**config.mk**
```make
export PLATFORM = sky130hd
export DESIGN_NAME = fpu_quadrant_correction
export DESIGN_NICKNAME = d
export VERILOG_FILES = /design/src/rtl/fpu_trig_pkg.sv /design/src/rtl/fpu80_classify.sv /design/src/rtl/fpu_quadrant_correction.sv
export SDC_FILE = /design/constraint.sdc
export NUM_CORES = 1
export LEC_CHECK = 0
export ABC_AREA = 0
export CAP_MARGIN = 20
export CORE_ASPECT_RATIO = 0.75
export CORE_UTILIZATION = 35
export DETAILED_ROUTE_END_ITERATION = 10
export GPL_TIMING_DRIVEN = 0
export PLACE_DENSITY = 0.67
export SYNTH_ARGS = -nofsm -noshare
export SYNTH_HDL_FRONTEND = slang
export SYNTH_HIERARCHICAL = 1
export SYNTH_SLANG_ARGS = --single-unit
```
**constraint.sdc**
```tcl
create_clock -name clk -period 31.5 [get_ports clk]
set_clock_uncertainty 0.05 [all_clocks]
set_input_delay 6.3 -clock clk [delete_from_list [all_inputs] [get_ports clk]]
set_output_delay 6.3 -clock clk [all_outputs]
set_load 0.03 [all_outputs]
```
**src/rtl/fpu_trig_pkg.sv**
```systemverilog
// Shared constants for the FP80 trig datapath (range reduction, CORDIC, quadrant correction).
// FP80 layout: [79] sign, [78:64] biased exponent, [63:0] mantissa with explicit integer bit.
package fpu_trig_pkg;

  localparam logic [79:0] FP80_ZERO  = 80'h0000_0000000000000000;
  // Default quiet NaN returned for invalid operations.
  localparam logic [79:0] FP80_INDEF = 80'hFFFF_C000000000000000;

  localparam logic [14:0] FP80_EXP_MAX  = 15'h7FFF;
  // Mantissa of an infinity: integer bit set, fraction clear.
  localparam logic [63:0] FP80_MANT_INF = 64'h8000_0000_0000_0000;

  localparam logic [14:0] DEFAULT_SNAP_EXP = 15'h3FBF;

  // Quadrant-correction FSM encodings.
  localparam logic [1:0] ST_IDLE  = 2'd0;
  localparam logic [1:0] ST_CHECK = 2'd1;
  localparam logic [1:0] ST_APPLY = 2'd2;
  localparam logic [1:0] ST_DONE  = 2'd3;

endpackage

```
**src/rtl/fpu80_classify.sv**
```systemverilog
// Combinational FP80 operand classifier.
// Ports:
//   value      - FP80 operand
//   is_nan     - exponent all ones and mantissa not the infinity pattern
//   is_zero    - exponent and mantissa both zero (either sign)
//   is_inf     - exponent all ones with mantissa {1,63'b0}
//   below_snap - biased exponent strictly below SNAP_EXP
module fpu80_classify
  import fpu_trig_pkg::*;
#(
  parameter logic [14:0] SNAP_EXP = DEFAULT_SNAP_EXP
) (
  input  logic [79:0] value,
  output logic        is_nan,
  output logic        is_zero,
  output logic        is_inf,
  output logic        below_snap
);

  logic [14:0] exp_field;
  logic [63:0] mant_field;

  assign exp_field  = value[78:64];
  assign mant_field = value[63:0];

  assign is_nan     = (exp_field == FP80_EXP_MAX) && (mant_field != FP80_MANT_INF);
  assign is_inf     = (exp_field == FP80_EXP_MAX) && (mant_field == FP80_MANT_INF);
  assign is_zero    = (exp_field == 15'd0) && (mant_field == 64'd0);
  assign below_snap = exp_field < SNAP_EXP;

endmodule

```
**src/rtl/fpu_quadrant_correction.sv**
```systemverilog
// Final quadrant correction of CORDIC sin/cos: optional swap, per-result sign flip,
// NaN/error propagation to the default NaN.
// Optional feature: define FPU_QC_ZERO_SNAP_EN to flush results with exponent < SNAP_EXP
// to a signed zero.
// Ports:
//   clk, reset         - rising-edge clock, asynchronous active-high reset
//   enable             - level request, held until done is seen
//   sin_in, cos_in     - CORDIC results for the reduced angle (FP80)
//   swap_sincos        - exchange sin and cos before the sign fix
//   negate_sin/cos     - flip the sign of the final sine/cosine
//   error_in           - range-reduction error (infinite or NaN angle)
//   sin_out, cos_out   - corrected results, held between operations
//   done               - result valid, held until enable drops
//   error              - invalid-operation flag, valid while done is high
module fpu_quadrant_correction
  import fpu_trig_pkg::*;
#(
  parameter logic [14:0] SNAP_EXP = DEFAULT_SNAP_EXP
) (
  input  logic        clk,
  input  logic        reset,
  input  logic        enable,
  input  logic [79:0] sin_in,
  input  logic [79:0] cos_in,
  input  logic        swap_sincos,
  input  logic        negate_sin,
  input  logic        negate_cos,
  input  logic        error_in,
  output logic [79:0] sin_out,
  output logic [79:0] cos_out,
  output logic        done,
  output logic        error
);

  logic [1:0]  state_q, state_d;
  logic [79:0] sin_l_q, sin_l_d, cos_l_q, cos_l_d;
  logic        swap_l_q, swap_l_d, neg_sin_l_q, neg_sin_l_d, neg_cos_l_q, neg_cos_l_d;
  logic        err_l_q, err_l_d;
  logic [79:0] sin_q, sin_d, cos_q, cos_d;
  logic        done_q, done_d, error_q, error_d;

  logic sin_nan, sin_zero, sin_inf, sin_below;
  logic cos_nan, cos_zero, cos_inf, cos_below;

  fpu80_classify #(.SNAP_EXP(SNAP_EXP)) u_cls_sin (
    .value      (sin_l_q),
    .is_nan     (sin_nan),
    .is_zero    (sin_zero),
    .is_inf     (sin_inf),
    .below_snap (sin_below)
  );

  fpu80_classify #(.SNAP_EXP(SNAP_EXP)) u_cls_cos (
    .value      (cos_l_q),
    .is_nan     (cos_nan),
    .is_zero    (cos_zero),
    .is_inf     (cos_inf),
    .below_snap (cos_below)
  );

  // Zero/inf need no special handling: the sign flip is bit-exact on them.
  logic unused_flags;
  assign unused_flags = sin_zero ^ sin_inf ^ cos_zero ^ cos_inf ^ sin_below ^ cos_below;

  logic [79:0] pre_sin, pre_cos, res_sin, res_cos;
  logic        pre_sin_below, pre_cos_below, pre_sin_nan, pre_cos_nan;

  always_comb begin
    pre_sin       = swap_l_q ? cos_l_q   : sin_l_q;
    pre_cos       = swap_l_q ? sin_l_q   : cos_l_q;
    pre_sin_below = swap_l_q ? cos_below : sin_below;
    pre_cos_below = swap_l_q ? sin_below : cos_below;
    pre_sin_nan   = swap_l_q ? cos_nan   : sin_nan;
    pre_cos_nan   = swap_l_q ? sin_nan   : cos_nan;

    res_sin = {pre_sin[79] ^ neg_sin_l_q, pre_sin[78:0]};
    res_cos = {pre_cos[79] ^ neg_cos_l_q, pre_cos[78:0]};
`ifdef FPU_QC_ZERO_SNAP_EN
    if (pre_sin_below && !pre_sin_nan) res_sin = {res_sin[79], 79'd0};
    if (pre_cos_below && !pre_cos_nan) res_cos = {res_cos[79], 79'd0};
`else
    pre_sin_below = 1'b0;
    pre_cos_below = 1'b0;
    pre_sin_nan   = 1'b0;
    pre_cos_nan   = 1'b0;
`endif
  end

  always_comb begin
    state_d     = state_q;
    sin_l_d     = sin_l_q;
    cos_l_d     = cos_l_q;
    swap_l_d    = swap_l_q;
    neg_sin_l_d = neg_sin_l_q;
    neg_cos_l_d = neg_cos_l_q;
    err_l_d     = err_l_q;
    sin_d       = sin_q;
    cos_d       = cos_q;
    done_d      = done_q;
    error_d     = error_q;

    case (state_q)
      ST_IDLE: begin
        done_d  = 1'b0;
        error_d = 1'b0;
        if (enable) begin
          sin_l_d     = sin_in;
          cos_l_d     = cos_in;
          swap_l_d    = swap_sincos;
          neg_sin_l_d = negate_sin;
          neg_cos_l_d = negate_cos;
          err_l_d     = error_in;
          state_d     = ST_CHECK;
        end
      end
      ST_CHECK: begin
        if (err_l_q || sin_nan || cos_nan) begin
          sin_d   = FP80_INDEF;
          cos_d   = FP80_INDEF;
          error_d = 1'b1;
          state_d = ST_DONE;
        end else begin
          state_d = ST_APPLY;
        end
      end
      ST_APPLY: begin
        sin_d   = res_sin;
        cos_d   = res_cos;
        state_d = ST_DONE;
      end
      ST_DONE: begin
        done_d = 1'b1;
        // Leave only once done has been shown, so an early enable drop still yields a pulse.
        if (!enable && done_q) begin
          done_d  = 1'b0;
          error_d = 1'b0;
          state_d = ST_IDLE;
        end
      end
      default: begin
        done_d  = 1'b0;
        error_d = 1'b0;
        state_d = ST_IDLE;
      end
    endcase
  end

  always_ff @(posedge clk or posedge reset) begin
    if (reset) begin
      state_q     <= ST_IDLE;
      sin_l_q     <= FP80_ZERO;
      cos_l_q     <= FP80_ZERO;
      swap_l_q    <= 1'b0;
      neg_sin_l_q <= 1'b0;
      neg_cos_l_q <= 1'b0;
      err_l_q     <= 1'b0;
      sin_q       <= FP80_ZERO;
      cos_q       <= FP80_ZERO;
      done_q      <= 1'b0;
      error_q     <= 1'b0;
    end else begin
      state_q     <= state_d;
      sin_l_q     <= sin_l_d;
      cos_l_q     <= cos_l_d;
      swap_l_q    <= swap_l_d;
      neg_sin_l_q <= neg_sin_l_d;
      neg_cos_l_q <= neg_cos_l_d;
      err_l_q     <= err_l_d;
      sin_q       <= sin_d;
      cos_q       <= cos_d;
      done_q      <= done_d;
      error_q     <= error_d;
    end
  end

  assign sin_out = sin_q;
  assign cos_out = cos_q;
  assign done    = done_q;
  assign error   = error_q;

endmodule

```
# [Yosys cells after proc, flatten, opt, wreduce, memory -nomap -nowiden]
# Index checks and enable logic that the tools add are counted.
[word_totals] reg_bits=328 inputBits=167 out_inout_bits=162
[op_classes] n_eq_ne=10 mux=14 bitwise_logic=2 n_reduce_logical=14
[ops] cell="80-bit case mux with 2 select lines" count=2
[ops] cell="80-bit two-way mux" count=3
[ops] cell="64-bit != test, second input constant" count=2
[ops] cell="15-bit equality test, second input constant" count=2
[ops] cell="2-bit case mux with 4 select lines" count=1
[ops] cell="2-bit != test, second input constant" count=3
[ops] cell="2-bit AND reduction" count=3
[ops] cell="2-bit equality test, second input constant" count=2
[ops] cell="1-bit two-way mux" count=4
[ops] cell="2-bit two-way mux" count=2
[ops] cell="2-bit nonzero test" count=2
[ops] cell="1-bit logical AND" count=3
[ops] cell="1-bit case mux with 3 select lines" count=1
[ops] cell="3-bit AND reduction" count=1
[ops] cell="3-bit nonzero test" count=1
[ops] cell="2-bit by 1-bit equality test with 1-bit output, second input constant" count=1
[ops] cell="2-bit zero test" count=1
[ops] cell="1-bit logical OR" count=2
[ops] cell="1-bit case mux with 2 select lines" count=1
[ops] cell="1-bit bitwise XOR" count=2
[ops] cell="1-bit zero test" count=1

# [Logic depth before layout (Yosys ltp)]
[logic_depth] ltp_word=6 depth_mapped=9 ltp_nobuf=7

# [Modules after synthesis]
# Netlist, hierarchy kept.
[by_module_without_submodules] module="fpu_quadrant_correction" n_inst=1 cells_each=1070 area_per_inst_um2=15382.3 seq_area_each_um2=8207.9
[by_module_without_submodules] module="fpu80_classify" n_inst=2 cells_each=39 area_per_inst_um2=241.5 seq_area_each_um2=0.0

# [Worst setup path after synthesis]
# Ideal clock, no wire load.
[synth_path] path_type="in2reg" start="in enable" end="reg cos_l_q[60]" setup_ns=0.125 arrival_time_ns=7.151 required_ns=31.325 slack_ns=24.175 path_stages=4 path_cell_list="nand2_1 > clkbuf_1 > buf_2 > mux2_2"
[synth_between] elab_chain_cells=1
[synth_rtl] element="from (decl)" line="fpu_quadrant_correction.sv:22" rtl="input logic enable,"
[synth_rtl] element="2-bit AND reduction (no line)"
[synth_rtl] element="to (signal assigned)" line="fpu_quadrant_correction.sv:164" rtl="cos_l_q <= cos_l_d;"
[synth_rtl] element="to (decl)" line="fpu_quadrant_correction.sv:36" rtl="logic [79:0] sin_l_q, sin_l_d, cos_l_q, cos_l_d;"
# Every way passes these cells.
# A chain may end at the register's enable or synchronous reset.

# [Worst setup path after layout]
[layout_path] start="reg sin_q[54], in the netlist sin_out[54]" end="out sin_out[54]"
[layout_rtl] element="from (decl)" line="fpu_quadrant_correction.sv:39" rtl="logic [79:0] sin_q, sin_d, cos_q, cos_d;"
[layout_rtl] element="from (signal assigned)" line="fpu_quadrant_correction.sv:169" rtl="sin_q <= sin_d;"
[layout_rtl] element="to (decl)" line="fpu_quadrant_correction.sv:29" rtl="output logic [79:0] sin_out,"
# No word-level cell between the ends.

==> flow_summary.json <==
{
  "drive_gt1_frac": 0.2879,
  "fmax_mhz": 124.4,
  "finalCritPeriodShare": 0.2553,
  "die_area_mm2": 0.04590,
  "rows": 66,
  "hold_path_class": "reg2reg",
  "io_buffers": 328,
  "fin_crit_ps": 8041,
  "numCtsBuffers": 37,
  "wl_mm": 47.46,
  "fin_setup_tns_ps": 0,
  "grt_pass1_wl_mm": 70.39,
  "synthCells": 1130,
  "cp-end-kind": "output pin",
  "total_power_mw": 2.245,
  "vias": 10477,
  "arrival_ps": 1690,
  "areaGrowthSynthToFinish_pct": 33.70,
  "violations": "design-rule violations",
  "grt_max_degree": 118,
  "ant_nets": 0,
  "yosys_warnings": 6,
  "insertion_delay_ps": 540,
  "ctsHtreeMaxLevel": 2,
  "syn_area_mm2": 0.01576,
  "outcome": "finished, violations left",
  "cts_buffer_depth": 3,
  "grt_pass1_vias": 11033,
  "ir_drop_mv": 0.04180,
  "r2r_setup_slack_ps": 27950,
  "syn_area_per_cell_um2": 13.95,
  "first_pass_iters": 8,
  "place_inst": 2038,
  "power_density_mw_per_mm2": 106.5,
  "syn-num-nets": 1302,
  "io_pins": 329,
  "reg2reg_from": "sin_l_q[34]$_DFFE_PP0P_",
  "floorplan.initialDensity": 0.3595,
  "slowest_stage": "clkdlybuf4s50_1",
  "fin_nets": 1671,
  "finalMaxSlewViolations": 0,
  "grt_remaining_overflow": 0,
  "p_leak_nw": 9.196,
  "final_cell_mix": "328 x dfrtp_1, 328 x clkdlybuf4s50_1, 225 x mux2_2",
  "cts_tree": "done",
  "die_h_um": 185.8,
  "start_kind": "flip-flop",
  "fin_area_mm2": 0.02108,
  "tightest_slew_ps": 800.1,
  "crit_end": "sin_out[54]",
  "clock-sinks": 328,
  "path_cells": "clkdlybuf4s50_1",
  "post_cts_buffers": 0,
  "cts-root-buf": "clkbuf_16",
  "routedWlPerCell_um": 22.49,
  "hold_viol": 0,
  "cts_resized": 0,
  "final_cells": 2110,
  "drc": 52,
  "critPathBufInv": 1,
  "crit_path_start": "sin_out[54]$_DFFE_PP0P_",
  "clk_pin_slew_ps": 60,
  "post_dp_cell_area_mm2": 0.01983,
  "setup_viol": 0,
  "cp_max_fo": 2,
  "gp_congestion": 0.8327,
  "drt-initial-drc-count": 616,
  "drv_cap": 0,
  "track_usage": 0.2072,
  "antenna_found_initial": 7,
  "cp_slowest_stage_delay_ps": 800,
  "core-area_mm2": 0.04385,
  "vias_per_cell": 4.965,
  "rr_endpoint": "sin_out[51]$_DFFE_PP0P_",
  "r2r_cells": 9,
  "fp.dieW_um": 247.0,
  "worstSetupPathType": "reg2out",
  "rsz0062_at_grt": "no",
  "crit_family": "buffers and inverters",
  "cp_data_required_time_ps": 25150,
  "dp_hpwl_mm": 35.12,
  "relSlewSlack": 0.4617,
  "cp_num_cells": 1,
  "postCtsHoldBufs": 0
}
-- worst min-delay path by stage --
stage / start / to / slack, ps / cells past startpoint
finish: sin_out[20]$_DFFE_PP0P_ / sin_out[20]$_DFFE_PP0P_ / 460 / 1
global route: cos_out[77]$_DFFE_PP0P_ / cos_out[77]$_DFFE_PP0P_ / 470 / 1
CTS: sin_out[11]$_DFFE_PP0P_ / sin_out[11]$_DFFE_PP0P_ / 460 / 1
detailed placement: cos_out[44]$_DFFE_PP0P_ / cos_out[44]$_DFFE_PP0P_ / 440 / 1
global placement: cos_out[78]$_DFFE_PP0P_ / cos_out[78]$_DFFE_PP0P_ / 440 / 1
floorplan: neg_cos_l_q$_DFFE_PP0P_ / neg_cos_l_q$_DFFE_PP0P_ / 450 / 1
-- cell type report --
| class | instances | area [µm²] |
|---|---|---|
| Buffer | 71 | 425.4 |
| Clock buffer | 55 | 1044 |
| Multi-Input combinational cell | 726 | 7111 |
| Sequential cell | 328 | 8208 |
| Timing Repair Buffer | 330 | 3338 |
| Clock inverter | 10 | 182.7 |
| Antenna cell | 7 | 17.52 |
| Fill cell | 3852 | 22770 |
| Tap cell | 578 | 723.2 |
| Inverter | 5 | 26.28 |
-- power by group --
group          internal [mW]  switching, mW
clock                  0.263          0.178
combinational          0.542          0.523
sequential             0.584          0.154
-- routing by layer --
metal / global-route usage / part of all wire / up-vias
met1: 0.2953 / 0.48 / 5405
met4: 0.06247 / 0.024 / 4
met2: 0.3201 / 0.46 / 240
met3: 0.03604 / 0.044 / 66
met5: 0 / 0.00051 / -
li1: - / - / 4762
-- per-stage QoR --
step / worst slack [ps] / utilization / hold WS, ps
2_1_floorplan: 16070 / - / 449.9
3_3_place_gp: 11740 / 0.4508 / 441.6
3_5_place_dp: 22930 / 0.4523 / 441.6
4_1_cts: 23430 / 0.4802 / 457.6
5_1_grt: 23270 / 0.4805 / 471.2
6_report: 23460 / 0.4806 / 456.1
-- state kept, by name (all words and copies together) (netlist names), 2 cells and up --
register	cells
sin_l_q	80
cos_out	80
state_q	2
cos_l_q	80
sin_out	80
(Power assumes the default switching activity.)
